## config.mk

```make
export PLATFORM = sky130hd
export DESIGN_NAME = mem_port_arbiter
export DESIGN_NICKNAME = d
export VERILOG_FILES = /design/src/rtl/mem_port_arbiter.sv
export SDC_FILE = /design/constraint.sdc
export NUM_CORES = 1
export LEC_CHECK = 0
export BUFFER_PORTS_ARGS = -buffer_cell sky130_fd_sc_hd__buf_4
export CAP_MARGIN = 20
export CORE_ASPECT_RATIO = 1.4
export CORE_UTILIZATION = 38
export DETAILED_ROUTE_END_ITERATION = 10
export PLACE_DENSITY = 0.76
export SYNTH_ARGS = -nofsm -noshare
export SYNTH_HDL_FRONTEND = slang
export SYNTH_SLANG_ARGS = --single-unit
```

## constraint.sdc

```tcl
create_clock -name clk -period 1.45 [get_ports clk]
set_input_delay 0.145 -clock clk [delete_from_list [all_inputs] [get_ports clk]]
set_output_delay 0.145 -clock clk [all_outputs]
set_load 0.1 [all_outputs]
```

## src/rtl/mem_port_arbiter.sv

```systemverilog
// mem_port_arbiter: shares one memory port between fetch (if_*) and data (dm_*) requesters with a wait-cycle timeout; ports: clk, rst, if_req/if_addr/if_rdata/if_valid, dm_req/dm_we/dm_addr/dm_wdata/dm_rdata/dm_valid, mem_en/mem_we/mem_addr/mem_wdata/mem_rdata/mem_ready, stall_if, stall_mem, err; optional ARB_FETCH_GUARD_EN adds fetch-starvation guard
module mem_port_arbiter #(
  parameter int ADDR_W  = 8,
  parameter int DATA_W  = 16,
  parameter int TIMEOUT = 15
) (
  input  logic              clk,
  input  logic              rst,
  input  logic              if_req,
  input  logic [ADDR_W-1:0] if_addr,
  output logic [DATA_W-1:0] if_rdata,
  output logic              if_valid,
  input  logic              dm_req,
  input  logic              dm_we,
  input  logic [ADDR_W-1:0] dm_addr,
  input  logic [DATA_W-1:0] dm_wdata,
  output logic [DATA_W-1:0] dm_rdata,
  output logic              dm_valid,
  output logic              mem_en,
  output logic              mem_we,
  output logic [ADDR_W-1:0] mem_addr,
  output logic [DATA_W-1:0] mem_wdata,
  input  logic [DATA_W-1:0] mem_rdata,
  input  logic              mem_ready,
  output logic              stall_if,
  output logic              stall_mem,
  output logic              err
);
  localparam logic [1:0] IDLE   = 2'd0;
  localparam logic [1:0] IF_ACC = 2'd1;
  localparam logic [1:0] DM_ACC = 2'd2;
  localparam int CW = $clog2(TIMEOUT + 1);
  logic [1:0]        state;
  logic [ADDR_W-1:0] addr_q;
  logic              we_q;
  logic [DATA_W-1:0] wdata_q;
  logic [CW-1:0]     cnt;
  logic              acc, tmo, done, guard, pick_dm, pick_if;
`ifdef ARB_FETCH_GUARD_EN
  logic [1:0] gcnt;
  // after three data wins over a waiting fetch, the fetch gets the next slot
  assign guard = if_req && gcnt == 2'd3;
  always_ff @(posedge clk or posedge rst)
    if (rst) gcnt <= 2'd0;
    else if (state == IDLE && pick_if) gcnt <= 2'd0;
    else if (state == IDLE && pick_dm && if_req) gcnt <= gcnt + 2'd1;
`else
  assign guard = 1'b0;
`endif
  assign pick_dm = dm_req && !guard;
  assign pick_if = if_req && !pick_dm;
  assign acc  = state != IDLE;
  assign tmo  = acc && cnt == CW'(TIMEOUT);
  assign done = acc && (mem_ready || tmo);
  always_ff @(posedge clk or posedge rst)
    if (rst) begin
      state   <= IDLE;
      addr_q  <= '0;
      we_q    <= 1'b0;
      wdata_q <= '0;
      cnt     <= '0;
    end else if (state == IDLE) begin
      cnt <= '0;
      if (pick_dm) begin
        state   <= DM_ACC;
        addr_q  <= dm_addr;
        we_q    <= dm_we;
        wdata_q <= dm_wdata;
      end else if (pick_if) begin
        state   <= IF_ACC;
        addr_q  <= if_addr;
        we_q    <= 1'b0;
        wdata_q <= '0;
      end
    end else if (done) state <= IDLE;
    else cnt <= cnt + CW'(1);
  assign mem_en    = acc;
  assign mem_we    = acc && we_q;
  assign mem_addr  = acc ? addr_q : '0;
  assign mem_wdata = acc ? wdata_q : '0;
  assign if_valid  = done && state == IF_ACC;
  assign dm_valid  = done && state == DM_ACC;
  // a timed-out access completes with zero data; mem_ready beats a coinciding timeout
  assign if_rdata  = (if_valid && mem_ready) ? mem_rdata : '0;
  assign dm_rdata  = (dm_valid && mem_ready) ? mem_rdata : '0;
  assign err       = tmo && !mem_ready;
  assign stall_if  = if_req && !if_valid;
  assign stall_mem = dm_req && !dm_valid;
endmodule

```

==> results of run 1 <==
-- cell families after synthesis --
kind of cell,share of synthesized area
compound gates,0.113
mux,0.113
fa+ha+maj,0.00702
simple gates,0.278
buf+inv,0.0485
flops,0.435
xor+xnor,0.00492
-- what timing repair did --
| action | 4_1_cts |
|---|---|
| cloned | 1 |
| pin swaps | 29 |
| gates resized for setup | 205 |
| endpoints found under the setup margin | 63 |
| endpoints found under the hold margin | 31 |
| buffers inserted | 6 |
| hold buffers | 1 |
-- per-stage QoR --
stage,setup slack [ns],std cells
2_1_floorplan,-0.672,160
3_3_place_gp,0.00531,345
3_5_place_dp,-0.00528,345
4_1_cts,-0.255,360
-- synthesized netlist by cell type, drive strengths merged (2+ instances only) --
library cell,instances
a22o,17
clkbuf,2
nor2,4
nor3,3
mux2,16
nor3b,4
nor2b,26
and2,32
buf,7
inv,5
dfrtp,31
==> impl_metrics.toml, run 1 <==
[clock_tree]
htree_levels = 2
numCtsBuffers = 5
clockRootBuffer = "clkbuf_8"
cts.sinks = 31
cts_buffer_depth = 2

[place]
numPortBuffers = 116
hpwl_um = 4020
place_area_um2 = 3160
gp_congestion = 0.738

[yosys]
synth_area_leaders = "dfrtp_1 44%, and2_1 11%, nor2b_1 9.1%"
synth_top_area_share = 0.435
synthArstFlopShare = 1.00
seq_area_frac_synth = 0.435
synth_edf_count = 0
synth_ff_type = "dfrtp_1"
syn-cell-area_um2 = 1780
ys_seq_elements = 31
synth_nets = 215
synthDistinctLibCells = 29
ys_warn_count = 0
yosysTopAreaCell = "dfrtp_1"
synth.avg_cell_area_um2 = 11.1
synth_cells = 160

[floorplan]
die_w_um = 59.9
initial_utilization = 0.396
core.rowCount = 29
die_height_um = 83.0
io_pins = 117

[sta]
worstEpCategory = "top-level output"
worstEndpointGrtRepair = "stall_mem"

[global_routing]
grt_start_max_net_pins = 32
antenna_found_initial = 0

[status]
haltStage = "5_1_grt"
outcome = "aborted with a tool error"
tool.error = "[ERROR DPL-0033] detailed placement checks failed during check placement."
==> run 2, diff against run 1 <==
- CORE_ASPECT_RATIO: 1.4 -> default
- CORE_UTILIZATION: 38 -> 40
- PLACE_DENSITY: 0.76 -> default
- PLACE_DENSITY_LB_ADDON: default -> 0.15
- clock period: 1.45 -> 1.9 ns (I/O delays scaled with it)
==> impl_metrics.toml, run 2 <==
[yosys]
yosys-top-cells-count = "32 x and2_1, 31 x dfrtp_1, 26 x nor2b_1"
synth_nets = 215
yosysMostFrequentCell = "and2_1"
muxShareOfSynthArea = 0.113
synth_area_leaders = "dfrtp_1 44%, and2_1 11%, nor2b_1 9.1%"
synth_cells = 160
synth_top_family_by_area = "simple AND/OR/NAND/NOR gates"
synthXorXnorAreaFrac = 0.00492
seq_area_frac_synth = 0.435
ys_warn_count = 0
synth-simple-area-share = 0.278
synth_ff_type = "dfrtp_1"
synth-adder-area-share = 0.00702
synthArstFlopShare = 1.00
synth_compound_area_frac = 0.113
synth_top_area_share = 0.435
synth.avg_cell_area_um2 = 11.1
synthDistinctLibCells = 29
synth_edf_count = 0
yosysTopAreaCell = "dfrtp_1"
syn-cell-area_um2 = 1780
ys_seq_elements = 31

[critical_path]
r2r-end = "addr_q[3]$_DFFE_PP0P_"
path_max_fanout = 5
slowest_delay_ns = 0.43
crit_arrival_ns = 1.64
cp_slowest_cell = "dfrtp_1"
r2r-start = "state[0]$_DFFE_PP0P_"
r2r_cells = 4
path_depth = 5
path_cells = "ha_4 > a31oi_4 > nor3b_4 > nor2b_4 > buf_6"
rrSetupSlack_ns = 0.24
path_buf_inv = 1
cp-start-kind = "flop"
crit_family = "flip-flops"
crit_type = "flop to output pin"
worst_ep_required_time_ns = 1.71
worstSetupEndpointType = "output pin"

[drt]
viasPerCell = 4.96
drt_iter0_markers = 49
totalWireLength_um = 4640
ant_nets = 0
vias = 1670
drc_errors = 0
dr.pass1.iters = 5
routedWlPerCell_um = 13.8

[place]
hpwl_um = 3430
numPortBuffers = 116
gp_congestion = 0.757
place_area_um2 = 2770
place_inst = 322

[final_layout]
regArea_um2 = 778
area_growth_pct = 65.3
largest_reg_flops = 16
most-common-layout-cells = "122 x buf_4, 32 x and2_1, 29 x dfrtp_1"
multi_input_area_um2 = 1000
reg_top3 = "wdata_q x16, addr_q x8, cnt x4"
num-fill-cells = 336
diodes = 0
max_flop_register = "wdata_q"
nets = 341
instances_no_fill = 337
finalInstanceArea_um2 = 2950
drive_above_1_share = 0.582
final_common_cell = "buf_4"

[floorplan]
core.rowCount = 23
die_w_um = 68.7
initial_utilization = 0.430
die_height_um = 68.7
fp.coreArea_um2 = 4140
die-area_um2 = 4730
io_pins = 117

[power_and_ir_drop]
p_leak_nw = 1.48
ir_worst_vdd_mv = 0.981
p_total_w = 0.00428
cellPowerDensity_nw_per_um2 = 1450

[sta]
min_period_ns = 1.83
worst_pin_slew_ns = 0.746
rsz0062_at_grt = "false"
finalHoldViolCount = 0
max_freq_ghz = 0.548
whs_ns = 0.121
fin_skew_ns = 0.00302
maxSlewViolCount = 0
setup_tns_ns = 0
fin_crit_sh = 0.961
setup_viol = 0
max-slew-margin-rel = 0.501

[clock_tree]
cts.sinks = 31
cts_buffer_depth = 2
clkTransAtPathRegs_ns = 0.06
insertion_delay_ns = 0.28
cts_tree = "built"
htree_levels = 2
numCtsBuffers = 5
clockRootBuffer = "clkbuf_8"

[worst_hold_path]
hp-start = "dm_we"
hp-class = "primary input to flop"
holdPathStages = 2
hold_end = "we_q$_DFFE_PP0P_"

[status]
outcome = "complete, no violations"

[run]
cap_violations = 0

[global_routing]
grt_use_total = 0.197
grt-ovfl-total = 0
grt_start_max_net_pins = 32
grt_pass1_wl_um = 6670
grt_pass1_vias = 1478
antenna_found_initial = 0
run 2: cell counts after synthesis:
No cell type changed its count.
run 2: logic make-up (layout without fill, tap and decap cells):
logic type	count (synthesis)	count (layout)
AO/OA/AOI/OAI	23	23
XOR/XNOR	1	1
adder cells (fa/ha/maj)	1	1
buffers and inverters	14	141
flip-flops	31	31
multiplexers	17	17
AND/OR/NAND/NOR	73	73
run 2: through the flow:
step / utilization / setup WS [ns]
floorplan: - / -0.402
global placement: 0.669 / 0.274
detailed placement: 0.669 / 0.234
CTS: 0.704 / 0.0191
global route: 0.711 / 0.00181
finish: 0.711 / 0.0742
run 2: area by class of cell:
type / instances / area share
tap: 50 / 0.0212
timing repair buffer: 128 / 0.339
clock inverter: 1 / 0.00170
sequential: 31 / 0.264
clock buffer: 7 / 0.0259
inverter: 5 / 0.00637
multi-input combinational: 115 / 0.341
run 2: what timing repair did:
| item | in CTS | in global routing |
|---|---|---|
| setup endpoints to repair | 33 | 19 |
| gates resized for setup | 0 | 3 |
| hold buffers | 1 | 0 |
| endpoints found under the hold margin | 28 | 0 |
| buffers inserted | 4 | 2 |
| pin swaps | 1 | 1 |
run 2: per-layer routing:
| layer | vias to the layer above | part of all wire | track usage |
|---|---|---|---|
| met3 | 10 | 0.11 | 0.0592 |
| met1 | 775 | 0.36 | 0.213 |
| met4 | 0 | 0.017 | 0.0867 |
| met2 | 87 | 0.52 | 0.352 |
| li1 | 798 | - | - |
| met5 | - | 0 | 0 |
run 2: worst max-delay path by stage:
| stage | to | start | slack (ns) |
|---|---|---|---|
| floorplan | mem_addr[0] | state[1]$_DFFE_PP0P_ | -0.40 |
| global placement | if_rdata[8] | state[0]$_DFFE_PP0P_ | 0.27 |
| detailed placement | if_rdata[15] | state[0]$_DFFE_PP0P_ | 0.23 |
| CTS | mem_wdata[10] | state[1]$_DFFE_PP0P_ | 0.02 |
| global route | dm_rdata[13] | state[1]$_DFFE_PP0P_ | 0.002 |
| finish | stall_if | cnt[0]$_DFFE_PP0P_ | 0.07 |
run 2: where the power goes:
group | switching (W) | internal (W)
registers | 0.000145 | 0.000873
logic | 0.00200 | 0.000769
clock network | 0.000231 | 0.000256
total | 0.00238 | 0.00190
run 2: worst reg2reg max path, delay by kind of cell, from the launching register on:
family                 cells  cell delay [ns]
buffers and inverters      1             0.18
DFF                        1             0.49
muxes                      1             0.38
and+or+nand+nor            1             0.30
AOI/OAI and AO/OA          1             0.19
Note: power is estimated with default switching activity, not from simulation.
==> run 3, diff against run 2 <==
- RECOVER_POWER: default -> 25
==> impl_metrics.toml, run 3 (synthesis gave the netlist of run 2 again) <==
[global_routing]
grt_pass1_wl_um = 6670
antenna_found_initial = 0
top_usage_layer = "met2"
grt-ovfl-total = 0
grt_start_max_net_pins = 32
grt_pass1_vias = 1478
use_met2 = 0.352
met1_usage = 0.213
grt_use_total = 0.197
use_met3 = 0.0592

[power_and_ir_drop]
p_leak_nw = 1.48
p_switching_w = 0.00238
internal_power_w = 0.00190
ir_worst_vdd_mv = 0.981
p_total_w = 0.00428
cellPowerDensity_nw_per_um2 = 1450
switching_share = 0.556
comb_power_share = 0.648
clkPwrFrac = 0.114
seqPwrFrac = 0.238

[clock_tree]
insertion_delay_ns = 0.28
cts_tree = "built"
clockRootBuffer = "clkbuf_8"
cts.sinks = 31
clkTransAtPathRegs_ns = 0.06
htree_levels = 2
cts_buffer_depth = 2
numCtsBuffers = 5

[run]
cap_violations = 0

[final_layout]
nets = 341
largest_reg_flops = 16
drive_above_1_share = 0.582
num-fill-cells = 337
multi_input_area_um2 = 1000
max_flop_register = "wdata_q"
diodes = 0
final_common_cell = "buf_4"
regArea_um2 = 778
area_growth_pct = 65.2
most-common-layout-cells = "120 x buf_4, 32 x and2_1, 29 x dfrtp_1"
reg_top3 = "wdata_q x16, addr_q x8, cnt x4"

[critical_path]
rrSetupSlack_ns = 0.24
path_max_fanout = 5
cp-endpoint = "stall_if"
critPathLaunch = "cnt[0]$_DFFE_PP0P_"
r2r-start = "state[0]$_DFFE_PP0P_"
r2r-end = "addr_q[3]$_DFFE_PP0P_"
worst_ep_required_time_ns = 1.71
crit_arrival_ns = 1.64
crit_type = "flop to output pin"
r2r_cells = 4
worstSetupEndpointType = "output pin"
cp-start-kind = "flop"

[sta]
worst_pin_slew_ns = 0.744
finalHoldViolCount = 0
rsz0062_at_grt = "false"
max_freq_ghz = 0.547
fin_skew_ns = 0.00457
setup_viol = 0
whs_ns = 0.121
fin_crit_sh = 0.961
min_period_ns = 1.83
maxSlewViolCount = 0
max-slew-margin-rel = 0.502

[place]
gp_congestion = 0.757
hpwl_um = 3430
numPortBuffers = 116

[status]
outcome = "complete, no violations"

[drt]
vias = 1655
viasPerCell = 4.91
drt_iter0_markers = 39
routedWlPerCell_um = 13.7
totalWireLength_um = 4630
drc_errors = 0
dr.pass1.iters = 4
ant_nets = 0

[floorplan]
die-area_um2 = 4730
io_pins = 117
die_height_um = 68.7
die_w_um = 68.7
fp.coreArea_um2 = 4140
core.rowCount = 23
initial_utilization = 0.430

[worst_hold_path]
hp-class = "primary input to flop"
-- run 3: cell types whose count changed in the layout (fill, tap and decap cells not counted), sizes merged --
cell,previous run,this run
clkbuf,7,9
buf,127,125
-- run 3: critical path: stages, from the launching register on --
cell and delay (ns):
dfrtp_1 0.43, ha_4 0.20, a31oi_4 0.28, nor3b_4 0.10, nor2b_4 0.12, buf_6 0.22
-- run 3: how the worst min path moves through the flow --
stage	depth (start not counted)	slack, ns	end	startpoint
4_1_cts	2	0.11	wdata_q[13]$_DFFE_PP0P_	dm_wdata[13]
3_5_place_dp	3	0.30	cnt[2]$_DFFE_PP0P_	rst
6_report	2	0.12	we_q$_DFFE_PP0P_	dm_we
5_1_grt	2	0.12	wdata_q[13]$_DFFE_PP0P_	dm_wdata[13]
2_1_floorplan	1	0.29	addr_q[0]$_DFFE_PP0P_	rst
3_3_place_gp	3	0.30	cnt[2]$_DFFE_PP0P_	rst
-- run 3: stage by stage --
step	setup TNS, ns	utilization	instance area (µm²)	instances	worst slack (ns)
after floorplan	-9.00	-	1870	160	-0.402
after global placement	0	0.669	2770	322	0.274
after detailed placement	0	0.669	2770	322	0.234
after CTS	0	0.704	2920	335	0.0191
after global routing	0	0.710	2940	337	0.00181
final	0	0.710	2940	337	0.0732
-- run 3: layout make-up --
class	count	area share
Multi-Input combinational cell	115	0.341
Timing Repair Buffer	128	0.339
Sequential cell	31	0.264
Clock buffer	7	0.0259
Tap cell	50	0.0213
Inverter	5	0.00638
Clock inverter	1	0.00170
-- run 3: routing by layer --
layer | share of wire | vias up
li1 | - | 800
met1 | 0.36 | 767
met2 | 0.51 | 78
met3 | 0.10 | 10
met4 | 0.017 | 0
met5 | 0 | -
-- run 3: what timing repair did --
| action | 4_1_cts | 5_1_grt |
|---|---|---|
| setup buffers | 4 | 2 |
| hold buffers | 1 | 0 |
| endpoints found under the hold margin | 28 | 0 |
| resized for setup | 0 | 3 |
| endpoints found under the setup margin | 33 | 19 |
| pin swaps | 1 | 1 |
-- run 3: power by group through the flow --
stage	clock network (W)	logic, W	registers, W
final	0.000486	0.00277	0.00102
after global routing	0.000527	0.00288	0.00105
after CTS	0.000504	0.00277	0.00102
after detailed placement	0	0.00273	0.00103
after global placement	0	0.00272	0.00102
after floorplan	0	0.00224	0.000991
